`src/rtl/serial_add_sequencer_if.sv`:
```
// Request/result bundle between a datapath and the bit-serial adder sequencer.
interface serial_add_sequencer_if #(
  parameter int WIDTH = 8
);
  logic             start;
  logic [WIDTH-1:0] Data_in_A;
  logic [WIDTH-1:0] Data_in_B;
  logic             Data_in_C;
  logic             busy;
  logic             done;
  logic [WIDTH-1:0] Data_out_Sum;
  logic             Data_out_Carry;
  logic             Data_out_Ovf;

  modport master (
    output start, Data_in_A, Data_in_B, Data_in_C,
    input  busy, done, Data_out_Sum, Data_out_Carry, Data_out_Ovf
  );

  modport slave (
    input  start, Data_in_A, Data_in_B, Data_in_C,
    output busy, done, Data_out_Sum, Data_out_Carry, Data_out_Ovf
  );
endinterface

```
`src/rtl/serial_add_sequencer.sv`:
```
// Bit-serial adder: one full-adder cell reused per bit, LSB first, with a
// registered result and a one-cycle done pulse.
//
// state | meaning
// IDLE  | waiting for start
// RUN   | one bit pair through the cell per clock (WIDTH cycles)
// DONE  | result valid, done high; start here begins the next add
module serial_add_sequencer #(
  parameter int WIDTH = 8
) (
  input logic                 clk,
  input logic                 rst_n,
  serial_add_sequencer_if.slave bus
);
  localparam int CNT_W = $clog2(WIDTH + 1);
  localparam logic [CNT_W-1:0] LAST_BIT = CNT_W'(WIDTH - 1);

  typedef enum logic [1:0] {IDLE, RUN, DONE} state_t;

  state_t           state_q, state_d;
  logic [WIDTH-1:0] a_sr_q, b_sr_q, sum_sr_q;
  logic             carry_q;
  logic [CNT_W-1:0] cnt_q;
  logic [WIDTH-1:0] sum_q;
  logic             carry_out_q, ovf_q;

  logic             load_op, last_bit;
  logic             cell_sum, cell_carry;
  logic [WIDTH-1:0] sum_next;

  // The shared full-adder cell
  always_comb begin
    cell_sum   = a_sr_q[0] ^ b_sr_q[0] ^ carry_q;
    cell_carry = (a_sr_q[0] & b_sr_q[0]) | (carry_q & (a_sr_q[0] ^ b_sr_q[0]));
    sum_next   = (sum_sr_q >> 1) | (WIDTH'(cell_sum) << (WIDTH - 1));
  end

  always_ff @(posedge clk or negedge rst_n) begin
    if (!rst_n) state_q <= IDLE;
    else        state_q <= state_d;
  end

  always_comb begin
    state_d  = state_q;
    load_op  = 1'b0;
    last_bit = 1'b0;
    case (state_q)
      IDLE: begin
        if (bus.start) begin
          load_op = 1'b1;
          state_d = RUN;
        end
      end
      RUN: begin
        if (cnt_q == LAST_BIT) begin
          last_bit = 1'b1;
          state_d  = DONE;
        end
      end
      DONE: begin
        if (bus.start) begin
          load_op = 1'b1;
          state_d = RUN;
        end else begin
          state_d = IDLE;
        end
      end
      default: state_d = IDLE;
    endcase
  end

  always_ff @(posedge clk or negedge rst_n) begin
    if (!rst_n) begin
      a_sr_q      <= '0;
      b_sr_q      <= '0;
      sum_sr_q    <= '0;
      carry_q     <= 1'b0;
      cnt_q       <= '0;
      sum_q       <= '0;
      carry_out_q <= 1'b0;
      ovf_q       <= 1'b0;
    end else if (load_op) begin
      a_sr_q  <= bus.Data_in_A;
      b_sr_q  <= bus.Data_in_B;
      carry_q <= bus.Data_in_C;
      cnt_q   <= '0;
    end else if (state_q == RUN) begin
      a_sr_q   <= a_sr_q >> 1;
      b_sr_q   <= b_sr_q >> 1;
      sum_sr_q <= sum_next;
      carry_q  <= cell_carry;
      cnt_q    <= cnt_q + CNT_W'(1);
      if (last_bit) begin
        // carry_q still holds the carry into the MSB on this edge
        sum_q       <= sum_next;
        carry_out_q <= cell_carry;
        ovf_q       <= carry_q ^ cell_carry;
      end
    end
  end

  assign bus.busy           = (state_q == RUN);
  assign bus.done           = (state_q == DONE);
  assign bus.Data_out_Sum   = sum_q;
  assign bus.Data_out_Carry = carry_out_q;
  assign bus.Data_out_Ovf   = ovf_q;
endmodule

```
`src/flat_wrapper.sv`:
```
// flat-port wrapper written by rule: the top's interface ports become plain ports
module serial_add_sequencer_flat 
#(
  parameter int WIDTH = 8
)
  (clk, rst_n, bus_start, bus_Data_in_A, bus_Data_in_B, bus_Data_in_C, bus_busy, bus_done, bus_Data_out_Sum, bus_Data_out_Carry, bus_Data_out_Ovf);
  serial_add_sequencer_if #(.WIDTH(WIDTH)) bus_i ();
  input logic clk;
  input logic rst_n;
  input wire logic [$bits(bus_i.start)-1:0] bus_start;
  input wire logic [$bits(bus_i.Data_in_A)-1:0] bus_Data_in_A;
  input wire logic [$bits(bus_i.Data_in_B)-1:0] bus_Data_in_B;
  input wire logic [$bits(bus_i.Data_in_C)-1:0] bus_Data_in_C;
  output wire logic [$bits(bus_i.busy)-1:0] bus_busy;
  output wire logic [$bits(bus_i.done)-1:0] bus_done;
  output wire logic [$bits(bus_i.Data_out_Sum)-1:0] bus_Data_out_Sum;
  output wire logic [$bits(bus_i.Data_out_Carry)-1:0] bus_Data_out_Carry;
  output wire logic [$bits(bus_i.Data_out_Ovf)-1:0] bus_Data_out_Ovf;
  assign bus_i.start = bus_start;
  assign bus_i.Data_in_A = bus_Data_in_A;
  assign bus_i.Data_in_B = bus_Data_in_B;
  assign bus_i.Data_in_C = bus_Data_in_C;
  assign bus_busy = bus_i.busy;
  assign bus_done = bus_i.done;
  assign bus_Data_out_Sum = bus_i.Data_out_Sum;
  assign bus_Data_out_Carry = bus_i.Data_out_Carry;
  assign bus_Data_out_Ovf = bus_i.Data_out_Ovf;
  serial_add_sequencer #(.WIDTH(WIDTH)) u_core (.clk(clk), .rst_n(rst_n), .bus(bus_i));
endmodule
```
`config.mk`:
```
export PLATFORM = sky130hd
export DESIGN_NAME = serial_add_sequencer_flat
export DESIGN_NICKNAME = d
export VERILOG_FILES = /design/src/rtl/serial_add_sequencer_if.sv /design/src/rtl/serial_add_sequencer.sv /design/src/flat_wrapper.sv
export SDC_FILE = /design/constraint.sdc
export NUM_CORES = 1
export LEC_CHECK = 0
export CAP_MARGIN = 15
export CORE_MARGIN = 8
export CORE_UTILIZATION = 46
export CTS_CLUSTER_DIAMETER = 120
export DETAILED_ROUTE_END_ITERATION = 12
export PLACE_DENSITY = 0.75
export SYNTH_ARGS = -nofsm -noshare
export SYNTH_HDL_FRONTEND = slang
export SYNTH_SLANG_ARGS = --single-unit
```
`constraint.sdc`:
```
create_clock -name clk -period 1.4 [get_ports clk]
set_input_delay 0.21 -clock clk [delete_from_list [all_inputs] [get_ports clk]]
set_output_delay 0.21 -clock clk [all_outputs]
set_load 0.01 [all_outputs]
```
==> flow_summary.toml, run 1 <==
[status]
status = "finished with violations"
violations = "negative setup slack"

[power]
p_leak_nw = 1.10
power_density_mw_per_mm2 = 2140
ir_drop_uv = 840

[timing]
period_share_pct = 100
setup_viol = 2
fin_skew_ns = 0.0103
rsz0062_at_grt = "true"
worst_pin_slew_ns = 0.435
fin_setup_tns_ns = -0.00737
hold_violations = 0
drv_slew = 0
fin_ws_ns = -0.00490
period_needed_ns = 1.40
fmax_mhz = 712
slew_headroom_pct = 71.0

[cts]
cts_root_buf = "clkbuf_8"
htree_levels = 2
cts_sinks = 40
clkSlewWorstSetupHoldPaths_ns = 0.08
cts_buffers = 5
clock_latency_ns = 0.29
cts_tree = "built"
cts_buffer_depth = 2

[finish]
drive_gt1_share_pct = 20.8
diodes = 0
utilization_pct = 62.7
stdcell_area_mm2 = 0.00226
fillers = 296
syn_to_final_growth_pct = 33.3
multiInputGateArea_um2 = 646
ff_latch_area_mm2 = 0.00100
nNetsFinal = 233

[synth]
synth_top_area_cell = "dfrtp_1"
avgSynthCellArea_um2 = 10.3
yosys_warnings = 0
synth_edf_count = 0
async_flop_share_pct = 100
syn-cell-area_mm2 = 0.00170
ys_top_cells_by_count = "52 x nand2_1, 40 x dfrtp_1, 15 x nor2_1"
yosysSeqAreaShare_pct = 59.0
synthDistinctLibCells = 26
postSynthCellCount = 164
synth_seq_cells = 40
yosysMostFrequentCell = "nand2_1"
netlist.area_leader.share_pct = 59.0
synthesis.nets = 186
netlist_top_cells_area = "dfrtp_1 59%, nand2_1 12%, mux2_2 6.6%"
ys.flop_type = "dfrtp_1"

[global_routing]
grt_pass1_wl_um = 6200
grt_pass1_vias = 1361
track_usage_pct = 12.8
antenna_found_initial = 0
grt_max_degree = 28
grt_overflow_total = 0

[drt]
vias_per_cell = 5.06
num_vias = 1316
routedWlPerCell_um = 14.2
drtIter0Drc = 82
drc = 0
ant_nets = 0
wirelength_um = 3700
drt-pass1-iter-count = 4

[setup_path]
crit_family = "flip-flops"
slowest_delay_ns = 0.37
crit_path_start_kind = "flop"
path_cells = "ha_2, nand2_2, nor3_4, buf_6, mux2_2"
worstRegToRegCells = 5
cp.arrival_ns = 1.58
crit_start = "u_core.cnt_q[1]$_DFFE_PN0P_"
critPathMaxFanout = 8
end_kind = "flop"
cp.depth = 5
r2r-end = "u_core.bus.Data_out_Sum[5]$_DFFE_PN0P_"
crit_required_ns = 1.57
slowest_stage = "dfrtp_1"
r2r_slack_ns = -0.005
critical_path_class = "flop to flop"
worst_r2r_startpoint = "u_core.cnt_q[1]$_DFFE_PN0P_"
endpoint = "u_core.bus.Data_out_Sum[5]$_DFFE_PN0P_"
critPathBufInv = 1

[floorplan]
dieArea_mm2 = 0.00588
die_x_um = 76.7
num_rows = 22
die_y_um = 76.7
io_pins = 32
initial_utilization_pct = 47.0
core-area_mm2 = 0.00361

[run]
cap_violations = 0

[placement]
dpl-instance-area_mm2 = 0.00213
io_buffers = 31
pre_cts_ws_ns = -0.0600
dp_hpwl_um = 2630
place.gp.congestion = 0.772

[worst_hold_path]
min_path_type = "input pin to async pin"
timing repair:
item / CTS / global route
setup buffers: 1 / 2
hold buffers: 1 / 0
pin swaps: 1 / 0
hold endpoints to repair: 17 / 0
endpoints found under the setup margin: 23 / 17
gates resized for setup: 18 / 6
worst register-to-register path, delay by kind of cell (launching register included):
| kind | cells | cell delay, ns |
|---|---|---|
| buf+inv | 1 | 0.16 |
| flops | 1 | 0.37 |
| simple gates | 2 | 0.23 |
| fa+ha+maj | 1 | 0.19 |
| mux | 1 | 0.34 |
metrics by stage:
step,hold slack [ns],instances,total power [W]
2_1_floorplan,-0.0856,164,0.00322
3_3_place_gp,0.170,248,0.00396
3_5_place_dp,0.174,248,0.00406
4_1_cts,0.392,258,0.00483
5_1_grt,0.424,260,0.00522
6_report,0.389,260,0.00484
layout by cell type (no fill, tap or decap), types with 2 or more instances in the layout:
master and instances:
nand2_1 51, dfrtp_1 40, clkdlybuf4s50_1 18, nor2_1 15, buf_4 15, a31oi_1 12, mux2_2 10, dlygate4sd2_1 8
clkbuf_8 6, nand3_1 3, and2b_1 2, a22o_1 2, xor2_1 2, o21ai_0 2, a22oi_1 2, buf_2 2
dlymetal6s2s_1 2, buf_6 2
flip-flops by register name, indices dropped and copies added, names as in the netlist:
signal and count:
u_core.a_sr_q 8, u_core.b_sr_q 8, u_core.bus.Data_out_Carry 1, u_core.bus.Data_out_Ovf 1
u_core.bus.Data_out_Sum 8, u_core.carry_q 1, u_core.cnt_q 4, u_core.state_q 2
u_core.sum_sr_q 7
layout make-up:
| class | instances | share of cell area, % |
|---|---|---|
| clock buffer | 7 | 3.82 |
| inverter | 1 | 0.166 |
| timing repair buffer | 50 | 20.2 |
| clock inverter | 1 | 0.332 |
| sequential | 40 | 44.3 |
| tap | 48 | 2.66 |
| multi-input combinational | 113 | 28.6 |
worst min path at each step:
stage / startpoint / slack (ns) / to
after floorplan: rst_n / -0.09 / u_core.a_sr_q[0]$_DFFE_PN0P_
after global placement: rst_n / 0.17 / u_core.b_sr_q[5]$_DFFE_PN0P_
after detailed placement: rst_n / 0.17 / u_core.b_sr_q[5]$_DFFE_PN0P_
after CTS: rst_n / 0.39 / u_core.b_sr_q[6]$_DFFE_PN0P_
after global routing: rst_n / 0.42 / u_core.b_sr_q[6]$_DFFE_PN0P_
final: rst_n / 0.39 / u_core.b_sr_q[6]$_DFFE_PN0P_
metal layers:
layer	global-route usage, %	share of wire [%]	vias up
met1	15.3	43	640
met4	6.35	1.5	0
li1	-	-	637
met5	0	0	-
met2	20.6	50	35
met3	3.61	4.7	4
power by group:
part,leakage (nW),switching [W],internal (W)
clock,0.0445,0.000390,0.000400
combinational,0.555,0.00103,0.00101
sequential,0.500,0.000326,0.00169
cells by family after synthesis:
| group | count (synthesis) | share of synthesized area (%) |
|---|---|---|
| adders and majority gates | 2 | 1.92 |
| and+or+nand+nor | 78 | 19.4 |
| buffers and inverters | 11 | 3.76 |
| AOI/OAI and AO/OA | 20 | 7.60 |
| xor gates and xnor gates | 2 | 1.03 |
| muxes | 11 | 7.23 |
| DFF | 40 | 59.0 |
(Power assumes the default switching activity.)
==> run 2, diff against run 1 <==
- CORE_UTILIZATION: 46 -> 48
- CTS_BUF_LIST: not set -> sky130_fd_sc_hd__clkbuf_2
- PLACE_DENSITY: 0.75 -> 0.77
==> flow_summary.toml, run 2 (synthesis results as in run 1) <==
[status]
status = "finished with violations"
violations = "negative setup slack"

[cts]
cts_tree = "built"
cts_root_buf = "clkbuf_2"
cts_sinks = 40
htree_levels = 2
clkSlewWorstSetupHoldPaths_ns = 0.21
clock_latency_ns = 0.41
cts_buffer_depth = 2
cts_buffers = 5

[drt]
routedWlPerCell_um = 15.4
dr.max_layer_used = "met4"
ant_nets = 0
wl_met2_um = 2030
drtIter0Drc = 127
dr_wl_met3_um = 190
drt-pass1-iter-count = 4
met1_length_um = 1780
drc = 0
wirelength_um = 4100
vias_per_cell = 5.22
num_vias = 1388

[timing]
setup_viol = 12
period_share_pct = 107
slew_headroom_pct = 70.1
period_needed_ns = 1.49
worst_pin_slew_ns = 0.448
fmax_mhz = 670
fin_setup_tns_ns = -0.914
fin_skew_ns = 0.0227
rsz0062_at_grt = "true"
hold_violations = 0
fin_ws_ns = -0.0923
drv_slew = 0

[setup_path]
r2r-end = "u_core.bus.Data_out_Ovf$_DFFE_PN0P_"
worstRegToRegCells = 6
r2r_slack_ns = -0.09
crit_required_ns = 1.72
crit_path_start_kind = "flop"
worst_r2r_startpoint = "u_core.cnt_q[1]$_DFFE_PN0P_"
end_kind = "flop"
critical_path_class = "flop to flop"
critPathMaxFanout = 5
cp.arrival_ns = 1.81

[floorplan]
die_x_um = 75.4
initial_utilization_pct = 50.4
dieArea_mm2 = 0.00569
core-area_mm2 = 0.00336
io_pins = 32
die_y_um = 75.4
num_rows = 21

[global_routing]
grt_pass1_wl_um = 6730
grt_overflow_total = 0
grt_max_degree = 32
grt_pass1_vias = 1420
track_usage_pct = 15.8
antenna_found_initial = 0

[finish]
fillers = 268
mostFrequentLayoutCells = "51 x nand2_1, 40 x dfrtp_1, 19 x buf_4, 18 x clkdlybuf4s50_1, 15 x nor2_1"
nNetsFinal = 241
finalNonFillerCells = 266
final_common_cell = "nand2_1"
ff_latch_area_mm2 = 0.00100
diodes = 0
syn_to_final_growth_pct = 39.7
drive_gt1_share_pct = 24.1
multiInputGateArea_um2 = 684

[power]
p_leak_nw = 1.14
power_density_mw_per_mm2 = 2100
ir_drop_uv = 1080
power_w = 0.00498

[worst_hold_path]
min_path_type = "input pin to async pin"

[placement]
dp_hpwl_um = 2750
io_buffers = 31
place.gp.congestion = 0.789
dp.cells = 246

[run]
cap_violations = 0
-- run 2: changes by cell type in the layout (fill, tap and decap cells not counted), sizes merged --
cell / previous run / this run
dlygate4sd2: 8 / 7
clkdlybuf4s15: 0 / 3
clkbuf: 8 / 5
dlymetal6s2s: 2 / 0
clkinvlp: 1 / 2
buf: 20 / 29
clkinv: 0 / 1
-- run 2: per-stage QoR --
step	setup slack, ns	hold WS (ns)	utilization (%)	area, um^2
global placement	-0.0192	0.175	63.9	2150
floorplan	0.00209	-0.0856	-	1700
detailed placement	-0.0821	0.181	63.9	2150
global route	-0.146	0.261	70.4	2370
CTS	-0.128	0.256	68.5	2300
finish	-0.0923	0.249	70.4	2370
-- run 2: power breakdown --
group / total [W] / switching, W / internal (W)
Clock: 0.000498 / 0.000383 / 0.000116
Sequential: 0.00203 / 0.000349 / 0.00168
Combinational: 0.00246 / 0.00116 / 0.00130
Total: 0.00498 / 0.00189 / 0.00309
-- run 2: area by class of cell --
type / count / area share (%)
flip-flops and latches: 40 / 42.3
multi-input cells: 113 / 28.9
repair buffers: 58 / 24.3
well taps: 46 / 2.43
clock buffers: 5 / 1.06
clock inverters: 3 / 0.792
inverters: 1 / 0.264
-- run 2: per-layer routing --
| layer | track usage [%] | up-vias |
|---|---|---|
| met5 | 0 | - |
| met4 | 8.10 | 0 |
| met3 | 3.95 | 11 |
| met2 | 24.7 | 36 |
| met1 | 19.6 | 685 |
| li1 | - | 656 |
-- run 2: repair_timing --
item	in CTS	in global routing
resized for setup	30	12
pin swaps	0	3
setup buffers	6	4
setup endpoints to repair	27	26
hold buffers	1	0
gates cloned	1	0
hold endpoints to repair	18	0
-- run 2: worst max path at each step --
stage	start	to	slack, ns	depth (start not counted)
after global routing	u_core.state_q[0]$_DFFE_PN0P_	bus_done	-0.15	3
after global placement	u_core.state_q[1]$_DFFE_PN0P_	bus_busy	-0.02	3
after CTS	u_core.cnt_q[1]$_DFFE_PN0P_	u_core.bus.Data_out_Sum[2]$_DFFE_PN0P_	-0.13	6
final	u_core.cnt_q[1]$_DFFE_PN0P_	u_core.bus.Data_out_Ovf$_DFFE_PN0P_	-0.09	6
after detailed placement	u_core.cnt_q[0]$_DFFE_PN0P_	u_core.bus.Data_out_Sum[3]$_DFFE_PN0P_	-0.08	5
after floorplan	u_core.carry_q$_DFFE_PN0P_	u_core.bus.Data_out_Ovf$_DFFE_PN0P_	0.002	3
-- run 2: worst max-delay path: stages, from the launching register on --
cell,delay [ns]
dfrtp_1,0.41
ha_2,0.19
nand2_2,0.07
nor3_4,0.16
buf_12,0.15
buf_12,0.12
mux2_4,0.30
==> run 3, diff against run 2 <==
- CORE_UTILIZATION: 48 -> 55
- DONT_BUFFER_PORTS: not set -> 1
- PLACE_DENSITY: 0.77 -> 0.73
==> flow_summary.toml, run 3 (synthesis results as in run 1) <==
[placement]
dp_hpwl_um = 2360
pre_cts_ws_ns = -0.0675
io_buffers = 0
place.gp.congestion = 0.817

[drt]
wirelength_um = 4080
num_vias = 1317
routedWlPerCell_um = 17.5
wl_met2_um = 2090
drt-pass1-iter-count = 4
drtIter0Drc = 74
dr.max_layer_used = "met4"
vias_per_cell = 5.65
drc = 0
ant_nets = 0
dr_wl_met3_um = 279
met1_length_um = 1620

[power]
power_density_mw_per_mm2 = 2210
p_int_w = 0.00311
power_w = 0.00500
ir_drop_uv = 1130
switching_share_pct = 37.9
clkPwrFrac_pct = 9.2
p_leak_nw = 1.07
seq_power_share_pct = 42.5
p_sw_w = 0.00190
p_comb_share_pct = 48.3

[global_routing]
grt_pass1_vias = 1354
track_usage_pct = 16.0
grt_overflow_total = 0
grt_max_degree = 41
grt_pass1_wl_um = 6380
antenna_found_initial = 0

[cts]
clock_latency_ns = 0.39
cts_root_buf = "clkbuf_2"
cts_buffers = 5
cts_tree = "built"
htree_levels = 2
clkSlewWorstSetupHoldPaths_ns = 0.20
cts_sinks = 40
cts_buffer_depth = 2

[floorplan]
initial_utilization_pct = 56.5
die_x_um = 71.5
io_pins = 32
dieArea_mm2 = 0.00512
num_rows = 20
core-area_mm2 = 0.00300
die_y_um = 71.5

[timing]
setup_viol = 12
period_needed_ns = 1.50
hold_violations = 0
fmax_mhz = 665
drv_slew = 0
fin_ws_ns = -0.104
worst_pin_slew_ns = 0.180
slew_headroom_pct = 87.6
fin_skew_ns = 0.0258
period_share_pct = 107
rsz0062_at_grt = "true"
fin_setup_tns_ns = -0.828
hold_ws_ns = 0.132

[status]
violations = "negative setup slack"
status = "finished with violations"

[worst_hold_path]
min_path_type = "input pin to flop"

[setup_path]
crit_start = "u_core.state_q[1]$_DFFE_PN0P_"
end_kind = "flop"
endpoint = "u_core.bus.Data_out_Carry$_DFFE_PN0P_"
r2r-end = "u_core.bus.Data_out_Carry$_DFFE_PN0P_"
crit_required_ns = 1.67
path_cells = "nand2b_4, buf_6, nor3_4, buf_12, mux2_2"
cp.arrival_ns = 1.77
slowest_delay_ns = 0.42
worstRegToRegCells = 5
worst_r2r_startpoint = "u_core.state_q[1]$_DFFE_PN0P_"
slowest_stage = "dfrtp_1"
critical_path_class = "flop to flop"
critPathMaxFanout = 11
crit_path_start_kind = "flop"
r2r_slack_ns = -0.10

[finish]
diodes = 0
nNetsFinal = 222
final_common_cell = "nand2_1"
mostFrequentLayoutCells = "51 x nand2_1, 40 x dfrtp_1, 18 x dlygate4sd3_1, 14 x nor2_1, 11 x a31oi_1"
utilization_pct = 75.4
multiInputGateArea_um2 = 694
ff_latch_area_mm2 = 0.00100
drive_gt1_share_pct = 26.0
syn_to_final_growth_pct = 33.6
fillers = 211

[run]
cap_violations = 0
run 3: how the worst min path moves through the flow:
stage,startpoint,cells after the start,slack [ns],endpoint
final,bus_start,3,0.13,u_core.state_q[0]$_DFFE_PN0P_
after global routing,bus_start,3,0.11,u_core.state_q[0]$_DFFE_PN0P_
after CTS,bus_start,3,0.13,u_core.state_q[0]$_DFFE_PN0P_
after detailed placement,rst_n,0,-0.08,u_core.a_sr_q[1]$_DFFE_PN0P_
after global placement,rst_n,0,-0.08,u_core.a_sr_q[2]$_DFFE_PN0P_
after floorplan,rst_n,0,-0.09,u_core.a_sr_q[0]$_DFFE_PN0P_
run 3: critical path, delay by kind of cell (launching register included):
kind / cells / cell delay (ns)
buffers and inverters: 2 / 0.29
flip-flops: 1 / 0.42
multiplexers: 1 / 0.33
AND/OR/NAND/NOR: 2 / 0.36
run 3: timing repair:
item / 4_1_cts / 5_1_grt
hold buffers: 19 / 0
gates resized for setup: 12 / 20
cloned: 0 / 2
endpoints found under the hold margin: 57 / 0
pin swaps: 0 / 3
buffers inserted: 4 / 1
setup endpoints to repair: 15 / 30
run 3: area by class of cell:
| class | count | share of cell area [%] |
|---|---|---|
| sequential | 40 | 44.2 |
| clock buffer | 6 | 1.33 |
| clock inverter | 1 | 0.221 |
| inverter | 1 | 0.497 |
| tap | 33 | 1.82 |
| timing repair buffer | 39 | 21.3 |
| multi-input combinational | 113 | 30.7 |
run 3: power by group through the flow:
stage,Clock [W],Combinational (W),Sequential [W]
4_1_cts,0.000479,0.00203,0.00211
6_report,0.000460,0.00242,0.00213
2_1_floorplan,0,0.00120,0.00202
3_5_place_dp,0,0.00175,0.00213
5_1_grt,0.000523,0.00263,0.00219
3_3_place_gp,0,0.00167,0.00209
run 3: metrics by stage:
step,cell area (um^2),std cells
global route,2260,233
finish,2260,233
global placement,1830,201
detailed placement,1830,201
floorplan,1700,164
CTS,2140,231
run 3: layer usage:
layer  vias up  global-route usage, %
met5         -                      0
met3        11                   6.14
met4         0                   5.67
met1       639                   19.0
li1        619                      -
met2        48                   25.7
